## src/rtl/rv32i_fetch.sv

```systemverilog
// RV32I instruction fetch stage: PC register, IF/ID pipeline register and a
// small BOOT/RUN/HALT controller. Redirects come from MEM via PCsrc and flush
// IF/ID; ecall/ebreak park the fetch unit until a redirect or reset.
module rv32i_fetch #(
  parameter logic [31:0] RESET_PC  = 32'h0000_0000,
  parameter logic [31:0] NOP_INSTR = 32'h0000_0013
) (
  input  logic        clk,
  input  logic        reset,
  input  logic        stall,
  input  logic        PCsrc,
  input  logic [31:0] branch_target,
  input  logic [31:0] imem_rdata,
  output logic [31:0] imem_addr,
  output logic [31:0] PC_OUT_if,
  output logic [31:0] instr_id,
  output logic [31:0] pc_id,
  output logic [31:0] pc_plus4_id,
  output logic        valid_id,
  output logic        halted,
  output logic        misalign_err,
  output logic [31:0] fetch_count
);

  localparam logic [31:0] ECALL  = 32'h0000_0073;
  localparam logic [31:0] EBREAK = 32'h0010_0073;

  typedef enum logic [1:0] {S_BOOT, S_RUN, S_HALT} state_t;

  state_t      state_q, state_d;
  logic [31:0] pc_q, pc_d;
  logic [31:0] instr_q, instr_d;
  logic [31:0] pcid_q, pcid_d;
  logic [31:0] p4_q, p4_d;
  logic        valid_q, valid_d;
  logic        merr_q, merr_d;
  logic [31:0] fetch_count_q, fetch_count_d;

  logic        bubble, redirect, advance;
  logic [31:0] pc_plus4;
  logic        is_sys;
  logic        aligned;

  assign pc_plus4 = pc_q + 32'd4;
  assign is_sys   = (imem_rdata == ECALL) || (imem_rdata == EBREAK);
  assign aligned  = (branch_target[1:0] == 2'b00);

  // State, PC and IF/ID registers; reset clears everything immediately
  always_ff @(posedge clk or posedge reset) begin
    if (reset) begin
      state_q       <= S_BOOT;
      pc_q          <= RESET_PC;
      instr_q       <= NOP_INSTR;
      pcid_q        <= 32'd0;
      p4_q          <= 32'd0;
      valid_q       <= 1'b0;
      merr_q        <= 1'b0;
      fetch_count_q <= 32'd0;
    end else begin
      state_q       <= state_d;
      pc_q          <= pc_d;
      instr_q       <= instr_d;
      pcid_q        <= pcid_d;
      p4_q          <= p4_d;
      valid_q       <= valid_d;
      merr_q        <= merr_d;
      fetch_count_q <= fetch_count_d;
    end
  end

  // Next-state: pick one action per edge (redirect > stall > advance), then apply it.
  // A halt caused by a misaligned target is fatal: merr_q blocks redirects out of it.
  always_comb begin
    state_d       = state_q;
    pc_d          = pc_q;
    instr_d       = instr_q;
    pcid_d        = pcid_q;
    p4_d          = p4_q;
    valid_d       = valid_q;
    merr_d        = merr_q;
    fetch_count_d = fetch_count_q;
    bubble        = 1'b0;
    redirect      = 1'b0;
    advance       = 1'b0;

    case (state_q)
      S_BOOT:  state_d = S_RUN;
      S_RUN: begin
        if (PCsrc)       redirect = 1'b1;
        else if (!stall) advance  = 1'b1;
      end
      S_HALT: begin
        if (PCsrc && !merr_q) redirect = 1'b1;
        else                  bubble   = 1'b1;
      end
      default: state_d = S_BOOT;
    endcase

    if (redirect) begin
      bubble = 1'b1;
      if (aligned) begin
        pc_d    = branch_target;
        state_d = S_RUN;
      end else begin
        merr_d  = 1'b1;
        state_d = S_HALT;
      end
    end

    if (bubble) begin
      instr_d = NOP_INSTR;
      pcid_d  = 32'd0;
      p4_d    = 32'd0;
      valid_d = 1'b0;
    end

    if (advance) begin
      instr_d       = imem_rdata;
      pcid_d        = pc_q;
      p4_d          = pc_plus4;
      valid_d       = 1'b1;
      fetch_count_d = fetch_count_q + 32'd1;
      // System instruction parks the PC on its own address
      if (is_sys) state_d = S_HALT;
      else        pc_d    = pc_plus4;
    end
  end

  assign imem_addr    = pc_q;
  assign PC_OUT_if    = pc_q;
  assign instr_id     = instr_q;
  assign pc_id        = pcid_q;
  assign pc_plus4_id  = p4_q;
  assign valid_id     = valid_q;
  assign halted       = (state_q == S_HALT);
  assign misalign_err = merr_q;
  assign fetch_count  = fetch_count_q;

endmodule

```

## config.mk

```make
export PLATFORM = sky130hd
export DESIGN_NAME = rv32i_fetch
export DESIGN_NICKNAME = d
export VERILOG_FILES = /design/src/rtl/rv32i_fetch.sv
export SDC_FILE = /design/constraint.sdc
export NUM_CORES = 1
export LEC_CHECK = 0
export ABC_AREA = 0
export CORE_ASPECT_RATIO = 0.75
export CORE_MARGIN = 1
export CORE_UTILIZATION = 41
export DETAILED_ROUTE_END_ITERATION = 12
export PLACE_DENSITY = 0.81
export SLEW_MARGIN = 20
export SYNTH_ARGS = -nofsm -noshare
export SYNTH_HDL_FRONTEND = slang
export SYNTH_SLANG_ARGS = --single-unit
```

## constraint.sdc

```tcl
create_clock -name clk -period 5 [get_ports clk]
set_clock_uncertainty 0.2 [all_clocks]
set_input_delay 0.75 -clock clk [delete_from_list [all_inputs] [get_ports clk]]
set_output_delay 0.75 -clock clk [all_outputs]
set_load 0.03 [all_outputs]
```

==> results by group <==
Status
  – Status: finished, final reports clean

Drt
  – Initial DRC count: 292
  – Final ANT Viol Nets: 0
  – Initial DRT Pass Iterations: 4
  – Routed wire per std cell: 18.2 um
  – Routed vias: 6055
  – Total wire length: 20900 um
  – Via density: 5.29
  – Number of remaining DRC errors: 0

Setup path
  – Worst Path Arrival: 3510 ps
  – CP Capture Type: register
  – Reg-to-Reg Start: PC_OUT_if[2]$_DFF_PP0_
  – Worst reg2reg endpoint: PC_OUT_if[20]$_DFF_PP0_
  – CP Max Fanout: 46
  – CP startpoint kind: input pin
  – Critical path class: input pin to register
  – Critical Path RT: 5070 ps
  – Flop-to-flop setup slack: 1850 ps
  – FF-to-FF path depth: 7

Clocking
  – Hold-fix buffers, CTS: 0
  – CTS tree: yes
  – Max H-tree Level: 4
  – CTS clk-pin slew, worst paths: 70 ps
  – PostCTS Resize Cnt: 0
  – Clock Sinks: 162
  – Cts bufs inserted: 17
  – Post-CTS Setup Bufs: 0
  – Clk Latency, worst-skew pair: 420 ps
  – Clock Path Buffers: 2
  – CTS Root Cell: clkbuf_16

Timing
  – Tcrit/Tclk final: 0.689
  – Final setup TNS: 0 ps
  – Setup repair after global routing missed its margin: no
  – Final worst path period need: 3440 ps
  – Final worst slack: 1560 ps
  – Slew Viols, Final: 0
  – Final Hold Vio Count: 0
  – Fmax: 0.290 GHz
  – Worst slew pin tran: 1060 ps
  – Slew headroom: 0.291
  – Final setup vio count: 0

Yosys
  – Top-area cell type share of the netlist area: 0.535
  – Post-Synth Adder-Cell Area: 0.0118
  – Ys Warns: 0
  – Compound-Gate Fraction of Synth Area: 0.175
  – Largest area contributor in the synthesized netlist: dfrtp_1
  – XOR/XNOR share of the synthesized area: 0.0683
  – Syn_nets: 752
  – Mapped Cells: 677
  – Post-synthesis register bit count: 162
  – Cells taking the most area after synthesis: dfrtp_1 (53%), a22o_1 (7.5%), xnor2_1 (5.1%)
  – Register area share after synthesis: 0.546
  – Avg Cell Area, Syn: 11.0 sq um
  – Netlist cell types: 54
  – Largest family of logic cells by synthesized area: compound AO/OA/AOI/OAI gates
  – Simple-gate share of the synthesized area: 0.129
  – Mux cell area share after synthesis: 0
  – Mapped Area: 7440 sq um

Floorplan
  – Die Footprint: 18700 sq um
  – Die X: 158 um
  – Die Y: 119 um
  – Row Count: 42
  – Core area: 17700 sq um
  – I/O pin count: 263
  – Starting Density: 0.420

Cells and area
  – Multi-input gate area: 2860 sq um
  – Fraction of layout cells with a size suffix above 1: 0.0709
  – Register area: 4060 sq um
  – Nets: 965
  – Layout area overhead: 42.1%
  – Layout fillers: 1476
  – Antenna cells: 0

Power
  – Leakage: 4.49 nW
  – Peak VDD IR: 0.466 mV
  – Pwr dens: 656 nW/um^2

Global route
  – GR met2 Demand/Resource: 0.353
  – Initial antenna violation count: 0
  – Total GRT Usage: 0.233
  – GRT Residual Overflow: 0
  – First-pass GRT wire length: 33500 um
  – Vias in the first global route: 6133
  – Gr busiest metal: met2
  – Largest net degree at the start of global routing: 163
  – GRT met1 Usage: 0.319
  – Met3 usage in global routing: 0.0642

Placement
  – Dpl ws: 1100 ps
  – Detailed placement HPWL: 13900 um
  – RePlAce Congestion: 0.767
  – Number of port buffers: 262

Min path
  – End of the worst hold path: fetch_count[31]$_DFFE_PP0P_
  – Hold crit path type: register to register
  – Hold Crit Start: fetch_count[31]$_DFFE_PP0P_
  – Hold depth: 1

Flow run
  – Max Cap Viol: 0
[power by group]
| group | internal (mW) | leakage [nW] | switching [mW] |
|---|---|---|---|
| clock | 0.703 | 0.274 | 0.584 |
| sequential | 1.75 | 2.03 | 0.460 |
| combinational | 1.43 | 2.19 | 2.01 |
[worst max-delay path by stage]
stage,depth (start not counted),endpoint,start,slack (ps)
after floorplan,1,PC_OUT_if[0]$_DFFE_PP0P_,reset,2000
after CTS,7,PC_OUT_if[18]$_DFF_PP0_,imem_rdata[8],1530
after detailed placement,7,PC_OUT_if[18]$_DFF_PP0_,imem_rdata[8],1100
after global placement,7,PC_OUT_if[18]$_DFF_PP0_,imem_rdata[8],1080
final,7,PC_OUT_if[19]$_DFF_PP0_,imem_rdata[8],1560
after global routing,7,PC_OUT_if[19]$_DFF_PP0_,imem_rdata[8],1320
[layout by cell type (no fill, tap or decap), drive strengths merged, types with 7 or more instances in the layout]
cell type,count
a21oi,26
a22o,64
a31oi,10
and3,15
buf,7
clkbuf,18
clkdlybuf4s50,262
dfrtp,159
ha,7
inv,21
nand2,62
nand3,25
nand4,20
nor2,28
o21a,10
o21ai,28
o221a,10
xnor2,43
xor2,15
[routing by layer]
layer | vias to the layer above | wire, um
met5 | - | 0
met2 | 203 | 9460
met1 | 2991 | 9750
met4 | 0 | 314
li1 | 2842 | -
met3 | 19 | 1340
[registers in the layout, indices dropped and copies added (netlist names)]
register and cells:
pc_id 32, misalign_err 1, state_q 2, fetch_count 32, pc_plus4_id 30, instr_id 32
valid_id 1, PC_OUT_if 32
[synth_stat cells, drive strengths merged]
master and n:
a211oi 2, a21o 1, a21oi 26, a221o 1, a22o 64, a311oi 2
a31oi 10, and2 4, and3 15, and4 5, buf 46, clkbuf 29
dfrtp 159, dfstp 3, ha 7, inv 18, nand2 62, nand2b 3
nand3 25, nand4 20, nand4b 2, nand4bb 1, nor2 28, nor2b 2
nor3 3, nor3b 1, nor4 6, o211a 1, o211ai 1, o21a 10
o21ai 28, o21ba 2, o21bai 4, o221a 10, o22a 3, o22ai 2
o2bb2ai 3, o32a 3, or2 1, or3 2, or4 4, xnor2 43
xor2 15
[cell families (layout without fill, tap and decap cells)]
| logic type | after synthesis | after routing |
|---|---|---|
| AOI/OAI and AO/OA | 173 | 173 |
| xor gates and xnor gates | 58 | 58 |
| adders and majority gates | 7 | 7 |
| buffers and inverters | 93 | 319 |
| DFF | 162 | 162 |
| and+or+nand+nor | 184 | 184 |
[metrics by stage]
stage               std cells  hold slack, ps  total power, mW  instance area (sq um)   util
finish                   1145             278             6.94                  10600  0.597
global route             1145             293             7.31                  10600  0.597
CTS                      1145             279             6.99                  10600  0.597
detailed placement       1113             270             5.67                   9980  0.564
global placement         1113             262             5.61                   9980  0.564
floorplan                 677             372             4.37                   7440      -
[layout make-up]
type | count | share of cell area
Sequential cell | 162 | 0.384
Multi-Input combinational cell | 422 | 0.271
Timing Repair Buffer | 269 | 0.254
Clock buffer | 18 | 0.0406
Tap cell | 242 | 0.0287
Clock inverter | 14 | 0.0144
Inverter | 18 | 0.00675
[critical path, cell delays in order]
cell and delay (ps):
clkdlybuf4s50_1 430, or4_1 560, nor4_1 450, nand4_1 320, and2_2 570, a211oi_1 350, a311oi_1 70
Note: power is estimated with default switching activity, not from simulation.
